## config.mk

```make
export PLATFORM = sky130hd
export DESIGN_NAME = vga_sync_gen
export DESIGN_NICKNAME = d
export VERILOG_FILES = /design/src/rtl/vga_sync_gen.sv
export SDC_FILE = /design/constraint.sdc
export NUM_CORES = 1
export LEC_CHECK = 0
export CAP_MARGIN = 20
export CORE_MARGIN = 1
export CORE_UTILIZATION = 46
export DETAILED_ROUTE_END_ITERATION = 8
export HOLD_SLACK_MARGIN = 0.05
export MAX_ROUTING_LAYER = met4
export PLACE_DENSITY_LB_ADDON = 0.2
export SLEW_MARGIN = 10
export SYNTH_ARGS = -nofsm -noshare
export SYNTH_HDL_FRONTEND = slang
export SYNTH_SLANG_ARGS = --single-unit
```

## constraint.sdc

```tcl
create_clock -name clk -period 3 [get_ports clk]
set_clock_uncertainty 0.15 [all_clocks]
set_input_delay 0.6 -clock clk [delete_from_list [all_inputs] [get_ports clk]]
set_output_delay 0.6 -clock clk [all_outputs]
set_load 0.005 [all_outputs]
```

## src/rtl/vga_sync_gen.sv

```systemverilog
// rtl/vga_sync_gen.sv - 640x480@60 VGA timing generator with pixel enable and frame pulse
module vga_sync_gen #(
  parameter int CLK_DIV = 4,
  parameter int H_SYNC  = 96,
  parameter int H_BP    = 48,
  parameter int H_VIS   = 640,
  parameter int H_FP    = 16,
  parameter int V_SYNC  = 2,
  parameter int V_BP    = 33,
  parameter int V_VIS   = 480,
  parameter int V_FP    = 10
) (
  input  logic       clk,
  input  logic       reset_n,
  output logic [9:0] hCount,
  output logic [9:0] vCount,
  output logic       hSync,
  output logic       vSync,
  output logic       bright,
  output logic       pix_en,
  output logic       frame_start
);

  localparam int H_TOTAL = H_SYNC + H_BP + H_VIS + H_FP;
  localparam int V_TOTAL = V_SYNC + V_BP + V_VIS + V_FP;
  localparam int H_START = H_SYNC + H_BP;
  localparam int V_START = V_SYNC + V_BP;
  localparam int DW      = $clog2(CLK_DIV) + 1;

  localparam logic [DW-1:0] DIV_LAST = DW'(CLK_DIV - 1);
  localparam logic [9:0] H_LAST   = 10'(H_TOTAL - 1);
  localparam logic [9:0] V_LAST   = 10'(V_TOTAL - 1);
  localparam logic [9:0] H_SYNC_W = 10'(H_SYNC);
  localparam logic [9:0] V_SYNC_W = 10'(V_SYNC);
  localparam logic [9:0] H_VIS_LO = 10'(H_START);
  localparam logic [9:0] H_VIS_HI = 10'(H_START + H_VIS - 1);
  localparam logic [9:0] V_VIS_LO = 10'(V_START);
  localparam logic [9:0] V_VIS_HI = 10'(V_START + V_VIS - 1);

  logic [DW-1:0] div;
  logic          adv;
  logic [9:0]    h_nxt;
  logic [9:0]    v_nxt;

  always_comb begin
    adv   = (div == DIV_LAST);
    h_nxt = hCount;
    v_nxt = vCount;
    if (adv) begin
      if (hCount == H_LAST) begin
        h_nxt = '0;
        v_nxt = (vCount == V_LAST) ? '0 : vCount + 10'd1;
      end else begin
        h_nxt = hCount + 10'd1;
      end
    end
  end

  // Sync/bright are derived from the next counter values so they line up
  // with hCount/vCount in the same cycle.
  always_ff @(posedge clk or negedge reset_n) begin
    if (!reset_n) begin
      div         <= '0;
      hCount      <= '0;
      vCount      <= '0;
      hSync       <= 1'b0;
      vSync       <= 1'b0;
      bright      <= 1'b0;
      pix_en      <= 1'b0;
      frame_start <= 1'b0;
    end else begin
      div         <= adv ? '0 : div + DW'(1);
      hCount      <= h_nxt;
      vCount      <= v_nxt;
      hSync       <= (h_nxt >= H_SYNC_W);
      vSync       <= (v_nxt >= V_SYNC_W);
      bright      <= (h_nxt >= H_VIS_LO) && (h_nxt <= H_VIS_HI) &&
                     (v_nxt >= V_VIS_LO) && (v_nxt <= V_VIS_HI);
      pix_en      <= adv;
      frame_start <= adv && (h_nxt == 10'd0) && (v_nxt == 10'd0);
    end
  end

endmodule

```

==> flow_summary_export.csv, run 1 <==
group,metric,value,unit
grt,grt_pass1_wl,5.57,mm
timing,timing.final.crit_share,0.928,
finish,nFillCells,271,
timing,slew_violations,0,
floorplanning,chipWidth,58.5,µm
hold_path,hold_path.class,"reg2reg",
routing,route.detailed.drc,0,
yosys,synthAdderAreaFrac,0.0340,
power,vdd_drop_max,0.251,mV
placed_design,hpwl,2.41,mm
clocking,clk_latency,0.33,ns
yosys,synth_edf_count,0,
yosys,synth_area,0.00147,mm²
worst_setup_path,reg2reg_depth,8,
power,p_sw_frac,0.184,
yosys,synth.distinct_cells,43,
flow_run,drv_cap,0,
routing,num_vias,1212,
placed_design,place_ws,0.126,ns
clocking,clkSinkCount,28,
worst_setup_path,crit_path_end,"bright$_DFF_PN0_",
yosys,synth_compound_area_frac,0.108,
timing,setup_viol,0,
yosys,synthXorXnorAreaFrac,0.0843,
power,p_comb_frac,0.014,
timing,rsz0062_at_grt,"false",
timing,fin_ws,0.217,ns
yosys,netlist.area_leader.share,0.477,
yosys,synth_ff_type,"dfrtp_1",
timing,slew_headroom,0.683,
placed_design,gp_congestion,0.888,
yosys,synth_top_family_by_area,"simple AND/OR/NAND/NOR gates",
power,p_switching,0.116,mW
grt,grt_pass1_vias,1153,
worst_setup_path,path_class,"reg2reg",
clocking,cts_tree,"yes",
power,leakagePower,0.861,nW
timing,period_minus_slack,2.78,ns
timing,worstMarginPinSlew,0.471,ns
yosys,yosys-top-cells-area,"dfrtp_1, xnor2_1, ha_1",
yosys,synth_nets,142,
worst_setup_path,r2r-start,"hCount[1]$_DFF_PN0_",
clocking,cts_hold_buf,0,
yosys,synthCells,136,
grt,grt_util_all_layers,0.225,
grt,overflow,0,
floorplanning,core.rowCount,20,
placed_design,dpl_cell_area,0.00182,mm²
yosys,synthMuxAreaShare,0.0145,
clocking,clockBufferDepth,2,
routing,drt_pass1_iterations,6,
yosys,syn_avg_cell_area,10.8,µm²
routing,ant_nets,0,
routing,drtIter0Drc,26,
timing,hold_viol_final,0,
placed_design,port_buffers,26,
floorplanning,dieArea,0.00343,mm²
grt,grt_max_degree,29,
power,p_seq_frac,0.599,
yosys,ys_ff_latch,28,
grt,grt_antenna_before_repair,0,
floorplanning,initial_core_util,0.482,
floorplanning,top_level_ports,27,
worst_setup_path,critPathRequiredTime,3.11,ns
worst_setup_path,end_kind,"register",
worst_setup_path,arrival,2.89,ns
clocking,cts-root-buf,"clkbuf_4",
finish,nets,179,
timing,max_freq,359,MHz
routing,finalWirelength,3.22,mm
timing,finalSetupTns,0,ns
clocking,cts_buffers,3,
routing,wl_per_cell,14.9,µm
yosys,netlist.top_cell.by_area,"dfrtp_1",
power,power,0.631,mW
power,power_frac_clock,0.387,
yosys,yosys_warnings,0,
clocking,path_clk_slew,0.15,ns
finish,syn_to_final_growth,29.0,%
floorplanning,dieHeight,58.5,µm
finish,drive_gt1_frac,0.151,
worst_setup_path,reg2reg_to,"bright$_DFF_PN0_",
worst_setup_path,reg2reg_slack,0.22,ns
clocking,htree_num_levels,1,
timing,whs,0.301,ns
yosys,synthSimpleGateAreaFrac,0.257,
worst_setup_path,critPathLaunch,"hCount[1]$_DFF_PN0_",
power,intPower,0.515,mW
yosys,async_reset_ff_frac,1.00,
floorplanning,coreArea,0.00305,mm²
worst_setup_path,crit_path_max_fanout,8,
finish,n_antenna_cell,0,
yosys,yosysSeqAreaShare,0.477,
finish,final_cell_area,0.00190,mm²
status,outcome,"complete, no violations",
power,pwr_density_cell,332,mW/mm²
worst_setup_path,startpoint_type,"register",
routing,viasPerCell,5.61,
==> layout by cell type, fill, tap and decap left out, types with 5 or more instances in the layout <==
cell and count:
buf_4 7, clkdlybuf4s50_1 26, dfrtp_1 28, inv_1 7, nand2_1 10, nand3_1 5
nor2_1 11, nor3_1 5, xnor2_1 7
==> cell families (layout without fill, tap and decap cells) <==
family / Yosys count / after routing
buffers and inverters: 8 / 44
flip-flops: 28 / 28
XOR/XNOR: 12 / 12
adder cells (fa/ha/maj): 4 / 4
AO/OA/AOI/OAI: 22 / 22
multiplexers: 2 / 2
AND/OR/NAND/NOR: 60 / 60
==> worst max-delay path: stages (launching register included) <==
cell and delay, ns:
dfrtp_1 0.43, ha_2 0.24, nand4b_4 0.15, or4_4 0.50, or4_4 0.57, xnor2_4 0.18
nand2b_1 0.07, o22a_1 0.19, a211oi_2 0.22
==> stage by stage <==
stage | util | std cells
floorplan | - | 136
global placement | 0.596 | 211
detailed placement | 0.596 | 211
CTS | 0.613 | 215
global route | 0.621 | 216
finish | 0.621 | 216
==> state kept, by name (all words and copies together) (netlist names) <==
signal / cells
hCount: 10
vCount: 10
div: 3
bright: 1
frame_start: 1
hSync: 1
pix_en: 1
vSync: 1
==> synthesized netlist by cell type, drive strengths merged (2+ instances only) <==
| master | n |
|---|---|
| and3 | 2 |
| a31oi | 2 |
| o21ai | 4 |
| dfrtp | 28 |
| nand4 | 3 |
| xor2 | 4 |
| a21o | 2 |
| or4 | 5 |
| a211oi | 2 |
| inv | 7 |
| or3 | 2 |
| nor2 | 11 |
| nand2 | 10 |
| a21oi | 4 |
| nand4b | 4 |
| ha | 4 |
| nor3 | 5 |
| nor4 | 4 |
| nand2b | 4 |
| nand3 | 5 |
| xnor2 | 8 |
==> power by group through the flow <==
stage / Clock [mW] / Combinational (mW) / Sequential, mW
global route: 0.268 / 0.0108 / 0.378
detailed placement: 0 / 0.00972 / 0.385
CTS: 0.254 / 0.00971 / 0.378
global placement: 0 / 0.00947 / 0.385
floorplan: 0 / 0.000000337 / 0.385
finish: 0.244 / 0.00890 / 0.377
==> layer usage <==
metal  wire length (µm)  track usage  up-vias  share of wire
li1                   -            -      571              -
met1               1470        0.294      588           0.46
met2               1550        0.356       46           0.48
met3                140       0.0374        7          0.043
met4                 53       0.0782        0          0.016
met5                  0            -        -              0
==> worst min path at each step <==
stage	depth (start not counted)	to	start
CTS	1	div[0]$_DFF_PN0_	div[0]$_DFF_PN0_
global route	1	div[0]$_DFF_PN0_	div[0]$_DFF_PN0_
global placement	1	div[0]$_DFF_PN0_	div[0]$_DFF_PN0_
detailed placement	1	div[0]$_DFF_PN0_	div[0]$_DFF_PN0_
floorplan	0	bright$_DFF_PN0_	reset_n
finish	1	div[0]$_DFF_PN0_	div[0]$_DFF_PN0_
==> layout make-up <==
| class | instances | area, µm² | share of cell area |
|---|---|---|---|
| multi-input combinational | 100 | 749 | 0.395 |
| sequential | 28 | 701 | 0.369 |
| timing repair buffer | 33 | 313 | 0.165 |
| tap | 44 | 55.1 | 0.0290 |
| clock inverter | 1 | 30.0 | 0.0158 |
| inverter | 7 | 26.3 | 0.0139 |
| clock buffer | 3 | 22.5 | 0.0119 |
==> timing repair <==
action / in CTS / in global routing
buffers inserted: 0 / 1
gates resized for setup: 0 / 3
setup endpoints to repair: 0 / 2
(Power assumes the default switching activity.)
==> run 2: changes to the inputs <==
--- a/config.mk
+++ b/config.mk
@@ -7,7 +7,8 @@
 export LEC_CHECK = 0
 export CAP_MARGIN = 20
 export CORE_MARGIN = 1
-export CORE_UTILIZATION = 46
+export CORE_UTILIZATION = 53
+export CTS_CLUSTER_SIZE = 10
 export DETAILED_ROUTE_END_ITERATION = 8
 export HOLD_SLACK_MARGIN = 0.05
 export MAX_ROUTING_LAYER = met4
==> constraint.sdc (replaced) <==
create_clock -name clk -period 3.4 [get_ports clk]
set_clock_uncertainty 0.15 [all_clocks]
set_input_delay 0.68 -clock clk [delete_from_list [all_inputs] [get_ports clk]]
set_output_delay 0.68 -clock clk [all_outputs]
set_load 0.005 [all_outputs]
==> flow_summary_export.csv, run 2 (synthesis gave the netlist of run 1 again) <==
group,metric,value,unit
power,pwr_density_cell,306,mW/mm²
routing,route.detailed.drc,0,
clocking,path_clk_slew,0.15,ns
grt,overflow,0,
placed_design,hpwl,2.22,mm
placed_design,port_buffers,26,
clocking,cts_tree,"yes",
worst_setup_path,end_kind,"register",
finish,final_common_cell,"dfrtp_1",
worst_setup_path,critPathRequiredTime,3.51,ns
finish,reg_top3,"hCount: 10 flops, vCount: 10 flops, div: 3 flops",
timing,rsz0062_at_grt,"false",
clocking,clk_latency,0.33,ns
timing,setup_viol,0,
routing,drtIter0Drc,10,
routing,viasPerCell,5.78,
clocking,cts-root-buf,"clkbuf_4",
finish,n_antenna_cell,0,
floorplanning,core.rowCount,18,
clocking,clockBufferDepth,2,
routing,finalWirelength,3.01,mm
floorplanning,top_level_ports,27,
worst_setup_path,cpPeakStageDelay,0.60,ns
timing,period_minus_slack,2.95,ns
clocking,cts-resized-gates,0,
status,outcome,"complete, no violations",
worst_setup_path,cp_num_buf_inv,0,
worst_setup_path,reg2reg_slack,0.45,ns
worst_setup_path,reg2reg_to,"bright$_DFF_PN0_",
clocking,htree_num_levels,1,
power,leakagePower,0.837,nW
routing,num_vias,1138,
floorplanning,initial_core_util,0.578,
power,vdd_drop_max,0.288,mV
grt,grt_pass1_wl,4.71,mm
clocking,clkSinkCount,28,
worst_setup_path,reg2reg_depth,8,
finish,nets,174,
power,power,0.558,mW
flow_run,drv_cap,0,
timing,worstMarginPinSlew,0.437,ns
placed_design,gp_congestion,0.857,
routing,wl_per_cell,15.3,µm
clocking,cts_hold_buf,0,
timing,max_freq,339,MHz
worst_setup_path,critPathLaunch,"hCount[0]$_DFF_PN0_",
timing,hold_viol_final,0,
finish,layout_common_cells,"dfrtp_1, clkdlybuf4s50_1, nor2_1",
worst_setup_path,arrival,3.06,ns
worst_setup_path,path_cells,"ha_1 > nand4b_4 > or4_4 > or4_4 > xnor2_4 > nand2b_1 > o22a_1 > a211oi_2",
timing,timing.final.crit_share,0.867,
timing,finalSetupTns,0,ns
grt,grt_max_degree,29,
finish,final_cell_area,0.00182,mm²
floorplanning,dieHeight,54.7,µm
grt,grt_util_all_layers,0.229,
clocking,cts_buffers,3,
grt,grt_pass1_vias,1057,
worst_setup_path,startpoint_type,"register",
worst_setup_path,crit_slowest_cell,"or4_4",
finish,syn_to_final_growth,24.1,%
finish,nFillCells,203,
hold_path,hold_path.class,"reg2reg",
floorplanning,chipWidth,54.7,µm
floorplanning,coreArea,0.00254,mm²
worst_setup_path,path_class,"reg2reg",
finish,drive_gt1_frac,0.114,
timing,slew_headroom,0.707,
worst_setup_path,cp_num_cells,8,
grt,grt_antenna_before_repair,0,
worst_setup_path,crit_path_max_fanout,8,
placed_design,dpl_cell_area,0.00177,mm²
worst_setup_path,r2r-start,"hCount[0]$_DFF_PN0_",
worst_setup_path,critPathTopFamily,"simple AND/OR/NAND/NOR gates",
timing,slew_violations,0,
clocking,postCtsSetupRepairBufs,0,
routing,drt_pass1_iterations,4,
worst_setup_path,cpMostUsedCell,"or4_4",
worst_setup_path,crit_path_end,"bright$_DFF_PN0_",
routing,ant_nets,0,
floorplanning,dieArea,0.00299,mm²
[run 2: worst reg2reg max path, stage by stage, from the launching register on]
cell and delay [ns]:
dfrtp_1 0.45, ha_1 0.26, nand4b_4 0.16, or4_4 0.60
or4_4 0.58, xnor2_4 0.18, nand2b_1 0.09, o22a_1 0.20
a211oi_2 0.21
[run 2: worst min-delay path by stage]
stage / startpoint / endpoint / slack [ns] / cells past startpoint
floorplan: reset_n / bright$_DFF_PN0_ / 0.23 / 0
global placement: div[0]$_DFF_PN0_ / div[0]$_DFF_PN0_ / 0.27 / 1
detailed placement: div[0]$_DFF_PN0_ / div[0]$_DFF_PN0_ / 0.28 / 1
CTS: div[0]$_DFF_PN0_ / div[0]$_DFF_PN0_ / 0.31 / 1
global route: div[0]$_DFF_PN0_ / div[0]$_DFF_PN0_ / 0.34 / 1
finish: div[0]$_DFF_PN0_ / div[0]$_DFF_PN0_ / 0.30 / 1
[run 2: report_power, final]
group          leakage [nW]  internal, mW  switching [mW]
Sequential            0.377         0.333               0
Clock                0.0279         0.119          0.0978
Combinational         0.432       0.00175         0.00627
Total                 0.837         0.454           0.104
[run 2: cell type report]
class                           count  area [µm²]  share of cell area
Clock inverter                      1        30.0              0.0165
Sequential cell                    28         701               0.384
Clock buffer                        3        22.5              0.0123
Multi-Input combinational cell    100         732               0.401
Timing Repair Buffer               28         275               0.151
Inverter                            7        26.3              0.0144
Tap cell                           30        37.5              0.0206
[run 2: per-stage QoR]
step	hold slack, ns	utilization	cells	setup slack, ns
5_1_grt	0.345	0.717	197	0.321
3_5_place_dp	0.281	0.696	193	0.489
4_1_cts	0.308	0.717	197	0.439
3_3_place_gp	0.270	0.696	193	0.559
6_report	0.305	0.717	197	0.453
2_1_floorplan	0.234	-	136	0.605
[run 2: metal layers]
layer  track usage  up-vias  wire length [µm]
met3        0.0306        2               129
met1         0.277      547              1350
li1              -      560                 -
met2         0.390       29              1520
met4        0.0726        0                13
met5             -        -                 0
==> run 3: changes to the inputs <==
--- a/config.mk
+++ b/config.mk
@@ -13,6 +13,7 @@
 export HOLD_SLACK_MARGIN = 0.05
 export MAX_ROUTING_LAYER = met4
 export PLACE_DENSITY_LB_ADDON = 0.2
+export RECOVER_POWER = 25
 export SLEW_MARGIN = 10
 export SYNTH_ARGS = -nofsm -noshare
 export SYNTH_HDL_FRONTEND = slang
==> flow_summary_export.csv, run 3 (synthesis gave the netlist of run 1 again) <==
group,metric,value,unit
status,outcome,"complete, no violations",
power,power,0.557,mW
worst_setup_path,crit_slowest_cell,"or4_4",
clocking,cts-root-buf,"clkbuf_4",
timing,hold_viol_final,0,
floorplanning,core.rowCount,18,
power,pwr_density_cell,306,mW/mm²
grt,use_met1,0.277,
clocking,clk_latency,0.33,ns
worst_setup_path,startpoint_type,"register",
finish,final_util,0.715,
worst_setup_path,critPathRequiredTime,3.51,ns
flow_run,drv_cap,0,
routing,wl_per_cell,15.3,µm
timing,timing.final.crit_share,0.867,
grt,grt_antenna_before_repair,0,
timing,slew_headroom,0.0135,
routing,route.detailed.drc,0,
timing,worstMarginPinSlew,1.48,ns
clocking,postCtsSetupRepairBufs,0,
timing,setup_viol,0,
routing,ant_nets,0,
worst_setup_path,arrival,3.06,ns
worst_setup_path,cp_num_buf_inv,0,
clocking,path_clk_slew,0.15,ns
floorplanning,top_level_ports,27,
grt,grt_pass1_vias,1057,
worst_setup_path,path_class,"reg2reg",
clocking,cts_tree,"yes",
clocking,clockBufferDepth,2,
power,leakagePower,0.833,nW
floorplanning,dieHeight,54.7,µm
clocking,cts-resized-gates,0,
finish,n_antenna_cell,0,
clocking,cts_buffers,3,
finish,nFillCells,202,
finish,nets,174,
worst_setup_path,cpPeakStageDelay,0.60,ns
floorplanning,chipWidth,54.7,µm
clocking,clkSinkCount,28,
grt,top_usage_layer,"met2",
routing,num_vias,1138,
finish,layout_common_cells,"dfrtp_1, clkdlybuf4s50_1, nor2_1",
placed_design,gp_congestion,0.857,
hold_path,hold_path.class,"reg2reg",
timing,period_minus_slack,2.95,ns
grt,grt_util_all_layers,0.229,
placed_design,hpwl,2.22,mm
finish,drive_gt1_frac,0.108,
timing,rsz0062_at_grt,"false",
routing,viasPerCell,5.78,
floorplanning,initial_core_util,0.578,
grt,grt_max_degree,29,
worst_setup_path,path_cells,"ha_1 > nand4b_4 > or4_4 > or4_4 > xnor2_4 > nand2b_1 > o22a_1 > a211oi_2",
routing,drt_pass1_iterations,4,
finish,final_common_cell,"dfrtp_1",
routing,finalWirelength,3.01,mm
grt,use_met3,0.0306,
worst_setup_path,end_kind,"register",
worst_setup_path,cpMostUsedCell,"or4_4",
finish,reg_top3,"hCount: 10 flops, vCount: 10 flops, div: 3 flops",
floorplanning,dieArea,0.00299,mm²
worst_setup_path,crit_path_max_fanout,8,
timing,max_freq,339,MHz
clocking,cts_hold_buf,0,
grt,met2_usage,0.390,
finish,syn_to_final_growth,23.8,%
grt,grt_pass1_wl,4.71,mm
worst_setup_path,critPathTopFamily,"simple AND/OR/NAND/NOR gates",
power,vdd_drop_max,0.288,mV
placed_design,port_buffers,26,
routing,drtIter0Drc,10,
floorplanning,coreArea,0.00254,mm²
timing,slew_violations,0,
grt,overflow,0,
clocking,htree_num_levels,1,
timing,finalSetupTns,0,ns
## run 3: area by class of cell
class | count | area, µm² | share of cell area
sequential | 28 | 701 | 0.385
timing repair buffer | 28 | 272 | 0.149
clock buffer | 3 | 22.5 | 0.0124
tap | 30 | 37.5 | 0.0206
multi-input combinational | 100 | 732 | 0.402
inverter | 7 | 26.3 | 0.0144
clock inverter | 1 | 30.0 | 0.0165
## run 3: stage by stage
step / setup WS [ns] / cell area (µm²) / hold WS (ns) / std cells
2_1_floorplan: 0.605 / 1470 / 0.234 / 136
3_3_place_gp: 0.559 / 1770 / 0.270 / 193
3_5_place_dp: 0.489 / 1770 / 0.281 / 193
4_1_cts: 0.439 / 1820 / 0.308 / 197
5_1_grt: 0.321 / 1820 / 0.345 / 197
6_report: 0.453 / 1820 / 0.305 / 197
## run 3: where the power goes
part / switching (mW) / internal [mW]
sequential: 0 / 0.333
combinational: 0.00624 / 0.000978
clock: 0.0978 / 0.119
## run 3: worst paths after layout
kind                                             to           startpoint  depth (start not counted)  slack, ns
worst max-delay path               bright$_DFF_PN0_  hCount[0]$_DFF_PN0_                          8       0.45
worst min-delay path               div[0]$_DFF_PN0_     div[0]$_DFF_PN0_                          1       0.30
worst max register to register     bright$_DFF_PN0_  hCount[0]$_DFF_PN0_                          8       0.45
worst min register to register     div[0]$_DFF_PN0_     div[0]$_DFF_PN0_                          1       0.30
max in group asynchronous       vCount[7]$_DFF_PN0_              reset_n                          2       1.18
min in group asynchronous       vCount[3]$_DFF_PN0_              reset_n                          2       1.06
## run 3: layer usage
layer / wire length, µm / vias to the layer above
met5: 0 / -
met4: 13 / 0
met3: 128 / 2
met2: 1520 / 29
met1: 1350 / 547
li1: - / 560
## run 3: worst register-to-register path, delay by kind of cell, from the launching register on
kind / cells / cell delay (ns)
DFF: 1 / 0.45
adders and majority gates: 1 / 0.26
and+or+nand+nor: 4 / 1.43
xor gates and xnor gates: 1 / 0.18
AOI/OAI and AO/OA: 2 / 0.41
==> RTL edit 1, RTL diff (config.mk and constraints of run 3) <==
Change the parameter `H_FP` from 16 to 8.
--- a/src/rtl/vga_sync_gen.sv
+++ b/src/rtl/vga_sync_gen.sv
@@ -6,3 +6,3 @@
   parameter int H_VIS   = 640,
-  parameter int H_FP    = 16,
+  parameter int H_FP    = 8,
   parameter int V_SYNC  = 2,
Function: no difference found for any inputs over 10 cycles, from zero or initial values and one cycle with reset_n low; that may be too few to reach the edited logic, so the function may still have changed.
==> RTL edit 1 against run 3 <==
  * Power shrank 9.6%
  * Final area up 13%
  * Die area up 16%
  * Area after synthesis grew 16%
  * Routed wire length up 23%
  * Sequential cell count is the same
  * First-iteration DRC count increased to 9.3 times the old value
  * Worst setup slack gained 0.061 ns
==> RTL edit 1: results (changes against run 3) <==
<table>
<tr><th>Metric</th><th>Value</th></tr>
<tr><th colspan="2">Synthesis</th></tr>
<tr><td>Top cells by area in the synthesized netlist</td><td>sky130_fd_sc_hd__dfrtp_1 (41%), sky130_fd_sc_hd__nand2_1 (4.8%), sky130_fd_sc_hd__o21ai_0 (4.4%), sky130_fd_sc_hd__xor2_1 (3.6%), sky130_fd_sc_hd__nor3_1 (3.5%) (was sky130_fd_sc_hd__dfrtp_1 (48%), sky130_fd_sc_hd__xnor2_1 (4.2%), sky130_fd_sc_hd__ha_1 (3.4%), sky130_fd_sc_hd__nor2_1 (2.8%), sky130_fd_sc_hd__nand2_1 (2.6%))</td></tr>
<tr><td>Commonest cells post-synth</td><td>sky130_fd_sc_hd__dfrtp_1 (28), sky130_fd_sc_hd__nand2_1 (22), sky130_fd_sc_hd__o21ai_0 (15) (was sky130_fd_sc_hd__dfrtp_1 (28), sky130_fd_sc_hd__nor2_1 (11), sky130_fd_sc_hd__nand2_1 (10))</td></tr>
<tr><td>Post-Synthesis Cells</td><td>188 (was 136)</td></tr>
<tr><td>Number of distinct library cell variants in the gate-level netlist after synthesis</td><td>50 (was 43)</td></tr>
<tr><th colspan="2">Setup path</th></tr>
<tr><td>R2r worst-path depth</td><td>6 (was 8)</td></tr>
<tr><td>Maximum fanout along the worst path</td><td>12 (was 8)</td></tr>
<tr><td>R2r setup slk</td><td>0.51 ns (was 0.45 ns)</td></tr>
<tr><th colspan="2">Final layout</th></tr>
<tr><td>Net total in the final layout</td><td>224 (was 174)</td></tr>
<tr><th colspan="2">Timing</th></tr>
<tr><td>Transition time of the tightest slew-check pin</td><td>1.432 ns (was 1.480 ns)</td></tr>
<tr><th colspan="2">Drt</th></tr>
<tr><td>Total wire length</td><td>3.702 mm (was 3.011 mm)</td></tr>
<tr><td>Avg WL per Cell</td><td>14.18 µm (was 15.28 µm)</td></tr>
<tr><td>Violation count after the first detailed-route iteration</td><td>93 (was 10)</td></tr>
<tr><th colspan="2">Place</th></tr>
<tr><td>Final weighted congestion of routability-driven global placement</td><td>0.9876 (was 0.8567)</td></tr>
<tr><td>Half-perimeter wire length of the detailed placement result</td><td>2.805 mm (was 2.218 mm)</td></tr>
<tr><th colspan="2">Floorplanning</th></tr>
<tr><td>Initial Util</td><td>56.02% (was 57.77%)</td></tr>
<tr><th colspan="2">Global route</th></tr>
<tr><td>Number of global-route vias before repair</td><td>1,408 (was 1,057)</td></tr>
<tr><td>First-pass GRT wire length</td><td>6.203 mm (was 4.712 mm)</td></tr>
<tr><th colspan="2">Power and ir drop</th></tr>
<tr><td>Largest vdd supply drop</td><td>0.0001794 V (was 0.0002877 V)</td></tr>
<tr><td>Static Leak</td><td>0.0009157 µW (was 0.0008334 µW)</td></tr>
<tr><th colspan="2">Status</th></tr>
<tr><td>Run status</td><td>complete, no violations (unchanged)</td></tr>
</table>
-- RTL edit 1: cell types whose count changed after synthesis, sizes merged, moves of 4 or more --
cell / change
o21ai: +14
nand2: +12
nand4b: -4
nor3: +8
xnor2: -4
clkbuf: +4
or3: +4
-- RTL edit 1: kinds of logic after synthesis --
family          count (synthesis)  share of synthesized area [%]
simple gates                   86                          28.02
compound gates                 42                          16.53
flops                          28                          40.97
buf+inv                        15                          4.681
xor+xnor                       11                          5.633
fa+ha+maj                       4                          2.926
mux                             2                          1.244
-- RTL edit 1: stage by stage --
stage | worst slack, ns | hold slack, ns | util [%] | total power [µW] | area, µm²
finish | 0.5136 | 0.3101 | 67.38 | 503.7 | 2057
floorplan | 0.5021 | 0.2344 | - | 339.4 | 1710
detailed placement | 0.5450 | 0.2943 | 66.31 | 347.9 | 2024
global route | 0.4142 | 0.3298 | 67.38 | 521.4 | 2057
CTS | 0.5239 | 0.3141 | 67.50 | 510.6 | 2061
global placement | 0.6169 | 0.2745 | 66.31 | 347.8 | 2024
-- RTL edit 1: layout make-up --
type / instances / area [µm²]
Clock buffer: 4 / 36.28
Fill cell: 269 / 996.0
Inverter: 7 / 26.28
Multi-Input combinational cell: 145 / 929.6
Sequential cell: 28 / 700.7
Tap cell: 44 / 55.05
Timing Repair Buffer: 33 / 309.0
-- RTL edit 1: power by group --
group,switching [µW],internal [µW]
sequential,0,333
combinational,6.05,0.981
clock,98.0,65.5
-- RTL edit 1: per-layer routing --
layer / vias up / track usage (%) / routed length, µm
li1: 748 / - / -
met1: 766 / 32.40 / 1718
met2: 39 / 38.15 / 1798
met3: 6 / 2.637 / 134
met4: 0 / 7.143 / 51
met5: - / - / 0
==> RTL edit 2, RTL diff (config.mk and constraints of run 3) <==
Without the edit above. One comparison of `vCount` changes from == to >=.
--- a/src/rtl/vga_sync_gen.sv
+++ b/src/rtl/vga_sync_gen.sv
@@ -51,3 +51,3 @@
         h_nxt = '0;
-        v_nxt = (vCount == V_LAST) ? '0 : vCount + 10'd1;
+        v_nxt = (vCount >= V_LAST) ? '0 : vCount + 10'd1;
       end else begin
Behaviour: same outputs for any inputs over 10 cycles, from zero or initial values and one cycle with reset_n low; that may be too few to reach the edited logic, so the function may still have changed.
==> RTL edit 2 against run 3 <==
  * The run now ends with DRC left
  * Hold slack worse by 0.011 ns
  * Power down 15%
  * Routed wire length increased by 10%
  * Combinational power decreased by 2%
  * Core utilization is 5.0 points lower
  * Worst setup slack improved by 0.16 ns
  * Area after synthesis rose by 8.3%
  * Count of clock-buffer cells in the layout stayed put
  * Sequential cell count did not move
  * First-iteration DRC count grew to 6.3 times the old value
  * Final area up 2.5%
  * Largest power group unchanged
  * Highest routed layer unchanged
==> RTL edit 2: results (changes against run 3) <==
<table>
<tr><th>Metric</th><th>Value</th></tr>
<tr><th colspan="2">Final layout</th></tr>
<tr><td>Share of post-route cells with drive strength above 1</td><td>10.22% (was 10.78%)</td></tr>
<tr><td>Number of fillers in the final layout</td><td>247 (was 202)</td></tr>
<tr><td>Net total in the final layout</td><td>194 (was 174)</td></tr>
<tr><th colspan="2">Synthesis</th></tr>
<tr><td>Sequential cell area fraction in the yosys report</td><td>43.99% (was 47.66%)</td></tr>
<tr><td>Synth Net Count</td><td>170 (was 142)</td></tr>
<tr><td>Commonest cells post-synth</td><td>sky130_fd_sc_hd__dfrtp_1 (28), sky130_fd_sc_hd__nand2_1 (14), sky130_fd_sc_hd__o21ai_0 (12) (was sky130_fd_sc_hd__dfrtp_1 (28), sky130_fd_sc_hd__nor2_1 (11), sky130_fd_sc_hd__nand2_1 (10))</td></tr>
<tr><th colspan="2">Setup path</th></tr>
<tr><td>Maximum fanout along the worst path</td><td>15 (was 8)</td></tr>
<tr><td>Signal arrival time at the worst endpoint</td><td>2.90 ns (was 3.06 ns)</td></tr>
<tr><td>Endpoint of the most critical register-to-register path</td><td>frame_start (was bright)</td></tr>
<tr><th colspan="2">Global route</th></tr>
<tr><td>Overall track demand over capacity in global routing</td><td>23.37% (was 22.86%)</td></tr>
<tr><td>Number of global-route vias before repair</td><td>1,244 (was 1,057)</td></tr>
<tr><th colspan="2">Status</th></tr>
<tr><td>Run status</td><td>finished with violations (was complete, no violations)</td></tr>
<tr><td>Violated checks</td><td>DRC</td></tr>
<tr><th colspan="2">Place</th></tr>
<tr><td>Half-perimeter wire length of the detailed placement result</td><td>2.477 mm (was 2.218 mm)</td></tr>
<tr><th colspan="2">Power and ir drop</th></tr>
<tr><td>Largest vdd supply drop</td><td>0.0001783 V (was 0.0002877 V)</td></tr>
<tr><td>Static Leak</td><td>0.0008091 µW (was 0.0008334 µW)</td></tr>
<tr><th colspan="2">Drt</th></tr>
<tr><td>Avg WL per Cell</td><td>15.26 µm (was 15.28 µm)</td></tr>
<tr><td>Residual DRC</td><td>2 (was 0)</td></tr>
<tr><td>Violation count after the first detailed-route iteration</td><td>63 (was 10)</td></tr>
<tr><th colspan="2">Timing</th></tr>
<tr><td>Transition time of the tightest slew-check pin</td><td>1.441 ns (was 1.480 ns)</td></tr>
</table>
[RTL edit 2: changes by cell type after synthesis, moves of 3 or more]
cell,change
sky130_fd_sc_hd__xnor2_1,-3
sky130_fd_sc_hd__nand2_1,+4
sky130_fd_sc_hd__o21ai_0,+8
sky130_fd_sc_hd__buf_2,+3
sky130_fd_sc_hd__nor2_1,-5
sky130_fd_sc_hd__or4_1,-3
sky130_fd_sc_hd__inv_1,+3
sky130_fd_sc_hd__a31oi_1,+3
[RTL edit 2: kinds of logic after synthesis]
group                      after synthesis  synth area share (%)
and+or+nand+nor                         63                 24.67
xor gates and xnor gates                 7                 3.849
DFF                                     28                 43.99
AOI/OAI and AO/OA                       44                 18.70
adders and majority gates                4                 3.142
buffers and inverters                   18                 5.656
[RTL edit 2: power breakdown]
| group | internal [µW] | leakage (µW) | switching (µW) |
|---|---|---|---|
| logic | 0.983 | 0.000418 | 6.10 |
| clock network | 41.5 | 0.0000138 | 92.0 |
| registers | 333 | 0.000377 | 0 |
[RTL edit 2: critical path: cells and delay by family, from the launching register on]
kind | cells | cell delay (ns)
AND/OR/NAND/NOR | 5 | 1.52
flip-flops | 1 | 0.45
AO/OA/AOI/OAI | 2 | 0.35
adder cells (fa/ha/maj) | 1 | 0.25
[RTL edit 2: worst max-delay path by stage]
stage	startpoint	to	slack [ns]	cells after the start
after detailed placement	hCount[0]	frame_start	0.66	8
after global placement	hCount[0]	frame_start	0.79	8
final	hCount[0]	frame_start	0.61	8
after global routing	hCount[0]	frame_start	0.39	8
after CTS	hCount[0]	frame_start	0.63	8
after floorplan	hCount[0]	frame_start	0.85	10
[RTL edit 2: cell type report]
type | instances | share of cell area, %
Tap cell | 31 | 2.079
Inverter | 10 | 2.012
Timing Repair Buffer | 27 | 14.15
Sequential cell | 28 | 37.56
Clock buffer | 3 | 1.207
Multi-Input combinational cell | 118 | 42.99
[RTL edit 2: layer usage]
| layer | share of wire, % | up-vias | GRT usage [%] |
|---|---|---|---|
| li1 | - | 641 | - |
| met1 | 48 | 603 | 32.74 |
| met2 | 45 | 36 | 34.52 |
| met3 | 4.8 | 6 | 3.687 |
| met4 | 1.7 | 0 | 8.362 |
| met5 | 0 | - | - |
[RTL edit 2: per-stage QoR]
step	cell area [µm²]	instances	total power, µW	utilization [%]	hold slack [ns]
global placement	1847	214	347.8	65.83	0.2725
floorplan	1593	164	339.4	-	0.2344
detailed placement	1847	214	347.8	65.83	0.2823
global route	1866	217	491.8	66.50	0.3306
CTS	1869	217	484.6	66.64	0.3014
finish	1866	217	473.7	66.50	0.2937
